`src/rtl/iterative_shifter_if.sv`:
```
// Start/busy/done handshake and data bus between the shift-instruction control
// and the iterative shifter.
interface iterative_shifter_if #(
    parameter int DATA_WIDTH = 32
) ();
    localparam int SHAMT_WIDTH = $clog2(DATA_WIDTH);

    logic                   start;
    logic [1:0]             op;
    logic [SHAMT_WIDTH-1:0] shamt;
    logic [DATA_WIDTH-1:0]  in_data;
    logic                   busy;
    logic                   done;
    logic [DATA_WIDTH-1:0]  out_data;

    modport master (
        output start, op, shamt, in_data,
        input  busy, done, out_data
    );

    modport slave (
        input  start, op, shamt, in_data,
        output busy, done, out_data
    );
endinterface

```
`src/rtl/iterative_shifter.sv`:
```
// Multi-cycle SLL/SRL/SRA/ROTR shifter: moves at most STEP bit positions per
// clock so only a (STEP+1)-way constant-shift mux is needed.
module iterative_shifter #(
    parameter int DATA_WIDTH = 32,
    parameter int STEP       = 4
) (
    input  logic              clk,
    input  logic              rst_n,
    iterative_shifter_if.slave bus
);
    localparam int SHAMT_WIDTH = $clog2(DATA_WIDTH);
    localparam logic [SHAMT_WIDTH:0] STEP_W = (SHAMT_WIDTH + 1)'(STEP);

    typedef enum logic [1:0] {
        ST_IDLE  = 2'b00,
        ST_SHIFT = 2'b01,
        ST_DONE  = 2'b10
    } state_t;

    state_t                 state_r, state_nxt_s;
    logic [DATA_WIDTH-1:0]  acc_r, acc_nxt_s;
    logic [SHAMT_WIDTH-1:0] rem_r, rem_nxt_s;
    logic [1:0]             op_r, op_nxt_s;
    logic [DATA_WIDTH-1:0]  out_r, out_nxt_s;
    logic                   busy_r, done_r;
    logic [SHAMT_WIDTH:0]   k_s;
    logic [DATA_WIDTH-1:0]  shifted_s;

    function automatic logic [DATA_WIDTH-1:0] shift_const(
        input logic [DATA_WIDTH-1:0] a,
        input logic [1:0]            m,
        input int                    j
    );
        logic [DATA_WIDTH-1:0] r;
        case (m)
            2'b00:   r = a << j;
            2'b01:   r = a >> j;
            2'b10:   r = DATA_WIDTH'($signed(a) >>> j);
            2'b11:   r = (a >> j) | (a << (DATA_WIDTH - j));
            default: r = a;
        endcase
        return r;
    endfunction

    // Each amount 1..STEP is a fixed wiring pattern; k selects one of them.
    function automatic logic [DATA_WIDTH-1:0] step_shift(
        input logic [DATA_WIDTH-1:0] a,
        input logic [1:0]            m,
        input logic [SHAMT_WIDTH:0]  k
    );
        logic [DATA_WIDTH-1:0] r;
        r = a;
        for (int j = 1; j <= STEP; j++) begin
            r = (k == (SHAMT_WIDTH + 1)'(j)) ? shift_const(a, m, j) : r;
        end
        return r;
    endfunction

    // Per-cycle shift amount and the shifted accumulator.
    always_comb begin
        k_s = STEP_W;
        if ({1'b0, rem_r} < STEP_W) begin
            k_s = {1'b0, rem_r};
        end else begin
            k_s = STEP_W;
        end
        shifted_s = step_shift(acc_r, op_r, k_s);
    end

    // Next-state and datapath update.
    always_comb begin
        state_nxt_s = state_r;
        acc_nxt_s   = acc_r;
        rem_nxt_s   = rem_r;
        op_nxt_s    = op_r;
        out_nxt_s   = out_r;
        case (state_r)
            ST_IDLE, ST_DONE: begin
                if (bus.start) begin
                    acc_nxt_s = bus.in_data;
                    rem_nxt_s = bus.shamt;
                    op_nxt_s  = bus.op;
                    if (bus.shamt != '0) begin
                        state_nxt_s = ST_SHIFT;
                    end else begin
                        state_nxt_s = ST_DONE;
                        out_nxt_s   = bus.in_data;
                    end
                end else begin
                    state_nxt_s = ST_IDLE;
                end
            end
            ST_SHIFT: begin
                acc_nxt_s = shifted_s;
                rem_nxt_s = rem_r - k_s[SHAMT_WIDTH-1:0];
                if (rem_nxt_s == '0) begin
                    state_nxt_s = ST_DONE;
                    out_nxt_s   = shifted_s;
                end else begin
                    state_nxt_s = ST_SHIFT;
                end
            end
            default: begin
                state_nxt_s = ST_IDLE;
            end
        endcase
    end

    // State, datapath and registered handshake outputs.
    always_ff @(posedge clk or negedge rst_n) begin
        if (!rst_n) begin
            state_r <= ST_IDLE;
            acc_r   <= '0;
            rem_r   <= '0;
            op_r    <= 2'b00;
            out_r   <= '0;
            busy_r  <= 1'b0;
            done_r  <= 1'b0;
        end else begin
            state_r <= state_nxt_s;
            acc_r   <= acc_nxt_s;
            rem_r   <= rem_nxt_s;
            op_r    <= op_nxt_s;
            out_r   <= out_nxt_s;
            busy_r  <= (state_nxt_s == ST_SHIFT);
            done_r  <= (state_nxt_s == ST_DONE);
        end
    end

    assign bus.busy     = busy_r;
    assign bus.done     = done_r;
    assign bus.out_data = out_r;
endmodule
```
`src/flat_wrapper.sv`:
```
// flat-port wrapper written by rule: the top's interface ports become plain ports
module iterative_shifter_flat 
#(
    parameter int DATA_WIDTH = 32,
    parameter int STEP       = 4
)
  (clk, rst_n, bus_start, bus_op, bus_shamt, bus_in_data, bus_busy, bus_done, bus_out_data);
  iterative_shifter_if #(.DATA_WIDTH(DATA_WIDTH)) bus_i ();
  input  logic clk;
  input  logic rst_n;
  input wire logic [$bits(bus_i.start)-1:0] bus_start;
  input wire logic [$bits(bus_i.op)-1:0] bus_op;
  input wire logic [$bits(bus_i.shamt)-1:0] bus_shamt;
  input wire logic [$bits(bus_i.in_data)-1:0] bus_in_data;
  output wire logic [$bits(bus_i.busy)-1:0] bus_busy;
  output wire logic [$bits(bus_i.done)-1:0] bus_done;
  output wire logic [$bits(bus_i.out_data)-1:0] bus_out_data;
  assign bus_i.start = bus_start;
  assign bus_i.op = bus_op;
  assign bus_i.shamt = bus_shamt;
  assign bus_i.in_data = bus_in_data;
  assign bus_busy = bus_i.busy;
  assign bus_done = bus_i.done;
  assign bus_out_data = bus_i.out_data;
  iterative_shifter #(.DATA_WIDTH(DATA_WIDTH), .STEP(STEP)) u_core (.clk(clk), .rst_n(rst_n), .bus(bus_i));
endmodule
```
`config.mk`:
```
export PLATFORM = sky130hd
export DESIGN_NAME = iterative_shifter_flat
export DESIGN_NICKNAME = d
export VERILOG_FILES = /design/src/rtl/iterative_shifter_if.sv /design/src/rtl/iterative_shifter.sv /design/src/flat_wrapper.sv
export SDC_FILE = /design/constraint.sdc
export NUM_CORES = 1
export LEC_CHECK = 0
export BUFFER_PORTS_ARGS = -buffer_cell sky130_fd_sc_hd__buf_2
export CAP_MARGIN = 20
export CORE_ASPECT_RATIO = 0.9
export CORE_MARGIN = 2
export CORE_UTILIZATION = 50
export CTS_BUF_LIST = sky130_fd_sc_hd__clkbuf_8
export DETAILED_ROUTE_END_ITERATION = 16
export GPL_ROUTABILITY_DRIVEN = 0
export PLACE_DENSITY = 0.72
export SYNTH_ARGS = -nofsm -noshare
export SYNTH_HDL_FRONTEND = slang
export SYNTH_SLANG_ARGS = --single-unit
```
`constraint.sdc`:
```
create_clock -name clk -period 6.8 [get_ports clk]
set_input_delay 0 -clock clk [delete_from_list [all_inputs] [get_ports clk]]
set_output_delay 0 -clock clk [all_outputs]
set_load 0.05 [all_outputs]
```
==> run summary <==
CTS Root Buffer Type: clkbuf_8
Largest cells by area after synthesis: dfrtp_1 35%, a21oi_1 8.6%, mux2_4 7.2%, mux2_2 6.0%, a31oi_1 3.9%
Sequential fraction of the synthesis area: 34.7%
Initial Utilization: 50.7%
Sw Share: 51.1%
Max VDD drop: 0.000277 V
Period utilisation layout: 47.1%
Critical Path RT: 7.06 ns
Status: complete, no violations
Dominant cell type by area after synthesis: dfrtp_1
Leak pwr: 2.64 nW
Clock group share of total power: 10.4%
CTS tree: yes
Slowest stage cell, crit path: buf_4
Pwr dens: 627 nW/um^2
DR vias: 5371
P_int: 0.00189 W
Ys async rst share: 100%
Syn Inst Count: 614
Mapped Nets: 657
Comb power frac: 66.2%
Kind of critical path: reg2reg
Chip width: 114 um
Post-synth EDFFs: 0
Slew Limit Fails: 0
Top cell type's share of synthesized area: 34.7%
Placed wire-length estimate: 9720 um
Number of setup violations in the final report: 0
Number of buffers added on ports: 75
Synthesized area: 5410 um^2
Clock slew at reported path FFs: 0.08 ns
Htree depth: 3
Largest net degree at the start of global routing: 76
Num rows: 36
DIE HEIGHT: 103 um
Layout cells sized above 1: 27.5%
Slew HR: 27.8%
Area Growth Syn to Fin: 13.6%
Min-Delay Path Class: in2reg
Critical Path Sink Type: register
First DRT Iteration DRCs: 647
Boundary Pins: 76
Core area: 10700 um^2
Synth Register Bits: 75
Achievable Freq: 312 MHz
Worst-case clock buffer depth: 2
Count of warnings emitted by yosys: 0
Kind of start point of the critical path: register
DP Area: 5770 um^2
Post-synth cell types: 56
Buf+Inv Stages, Crit Path: 2
First-pass GRT wire length: 25000 um
CP cell instances: buf_4 -> nand2_1 -> ha_1 -> a211oi_1 -> a2bb2oi_1 -> or3b_4 -> o21a_2 -> buf_16 -> mux2_4
Setup TNS: 0 ns
Remaining routing DRC violations: 0
Sequential Power Share: 23.4%
RSZ-0062 raised after global routing: false
Design Area, Final: 6150 um^2
Top delay family on crit path: compound AO/OA/AOI/OAI gates
Minimum clock period after layout: 3.20 ns
Crit path max fanout: 63
Die ar.: 11700 um^2
Initial antenna violation count: 0
CTS buffer count: 9
Max-cap violations: 0
Total gr overflow: 0
Synthesized area per cell: 8.82 um^2
Net switching power: 0.00197 W
Fill count: 924
Worst slew pin tran: 1.08 ns
Nets: 703
Final Hold Violating Endpoints: 0
DR WL/cell: 19.6 um
Layout Skew: 0.00385 ns
Wirelength, routed: 15700 um
CP peak stage delay: 0.51 ns
Diodes inserted: 0
WP data arrival: 3.46 ns
Top_reg_cell synth: dfrtp_1
GRT Total Usage: 26.8%
Sink Count: 75
Remaining antenna violation count after routing: 0
Worst skew pair latency: 0.37 ns
Vias in the first global route: 4853
Number of iterations in the first detailed-routing pass: 7
Routed vias/inst: 6.73
synthesized netlist by cell type, drive strengths merged (3+ instances only):
cell type / number
o21ai: 47
nor2b: 5
o31ai: 5
nand2: 27
nor4: 4
a31oi: 34
or3b: 26
nor2: 48
clkbuf: 46
nand2b: 6
mux2i: 8
a21oi: 93
nor3: 13
o21a: 5
a311o: 5
and2: 3
o211ai: 8
a311oi: 12
a22o: 3
inv: 5
a221oi: 3
a211oi: 18
mux2: 59
buf: 15
nand3: 12
dfrtp: 75
logic make-up after synthesis:
| logic type | after synthesis | share of synthesized area, % |
|---|---|---|
| other | 1 | 0.0693 |
| xor gates and xnor gates | 1 | 0.162 |
| AOI/OAI and AO/OA | 249 | 28.2 |
| and+or+nand+nor | 152 | 14.9 |
| muxes | 69 | 16.4 |
| adders and majority gates | 1 | 0.231 |
| DFF | 75 | 34.7 |
| buffers and inverters | 66 | 5.38 |
registers in the layout, indices dropped and copies added, names as in the netlist:
| register | count |
|---|---|
| u_core.acc_r | 32 |
| u_core.bus.busy | 1 |
| u_core.rem_r | 5 |
| u_core.bus.out_data | 32 |
| u_core.state_r | 2 |
| u_core.op_r | 2 |
| u_core.bus.done | 1 |
cells in the final DEF (no fill, tap or decap), types with 4 or more instances in the layout:
master,instances
a211oi_1,18
o31ai_1,5
mux2i_1,8
nand2_1,27
clkbuf_8,11
a311oi_1,12
buf_4,9
o21a_1,4
nand2b_1,5
nor2b_1,5
o21ai_1,17
nand3_1,12
or3b_2,17
buf_2,74
mux2_4,26
mux2_1,4
dlygate4sd3_1,11
mux2_2,29
nor2_1,48
o211ai_1,8
o21ai_0,29
dfrtp_1,74
nor3_1,13
a311o_1,5
a21oi_1,93
a31oi_1,34
or3b_1,8
final timing paths:
path,start,endpoint,slack (ns),depth (start not counted)
max,u_core.rem_r[1],u_core.bus.out_data[12],3.60,9
min reg2reg,u_core.bus.out_data[30],u_core.bus.out_data[30],0.50,1
max reg2reg,u_core.rem_r[1],u_core.bus.out_data[12],3.60,9
max in group asynchronous,rst_n,u_core.op_r[1],5.80,2
min in group asynchronous,rst_n,u_core.bus.out_data[1],0.32,2
min,bus_in_data[26],u_core.bus.out_data[26],0.008,4
area by class of cell:
class	count	area, um^2	area share (%)
clock buffer	11	151	2.46
clock inverter	5	76.3	1.24
inverter	5	18.8	0.305
multi-input combinational	473	3260	53.1
sequential	75	1880	30.5
tap	133	166	2.71
timing repair buffer	96	596	9.68
tightest hold or removal path, delay by kind of cell:
kind,cells,cell delay [ns]
compound gates,2,0.14
buf+inv,1,0.09
mux,1,0.13
per-layer routing:
layer	global-route usage [%]	vias to the layer above	share of wire [%]
met5	0	-	0
met4	10.0	0	2.0
met3	4.29	33	10
met2	41.2	364	45
met1	38.5	2564	43
li1	-	2410	-
through the flow:
stage	hold WS, ns	total power [W]	cells	worst slack [ns]	util [%]
2_1_floorplan	-0.296	0.00285	614	3.68	-
3_3_place_gp	0.207	0.00331	769	3.66	54.0
3_5_place_dp	0.212	0.00338	769	3.43	54.0
4_1_cts	0.00768	0.00379	796	3.41	57.2
5_1_grt	0.0256	0.00412	798	3.46	57.6
6_report	0.00845	0.00386	798	3.60	57.6
power by group through the flow:
stage          logic (W)  registers [W]  clock network, W
3_5_place_dp     0.00245       0.000923                 0
3_3_place_gp     0.00239       0.000916                 0
5_1_grt          0.00277       0.000931          0.000424
4_1_cts          0.00247       0.000920          0.000406
6_report         0.00255       0.000902          0.000400
2_1_floorplan    0.00175        0.00111                 0
timing repair:
item / CTS / global route
hold buffers: 11 / 0
hold endpoints to repair: 87 / 0
buffers inserted: 0 / 0
resized for setup: 0 / 0
(Power assumes the default switching activity.)
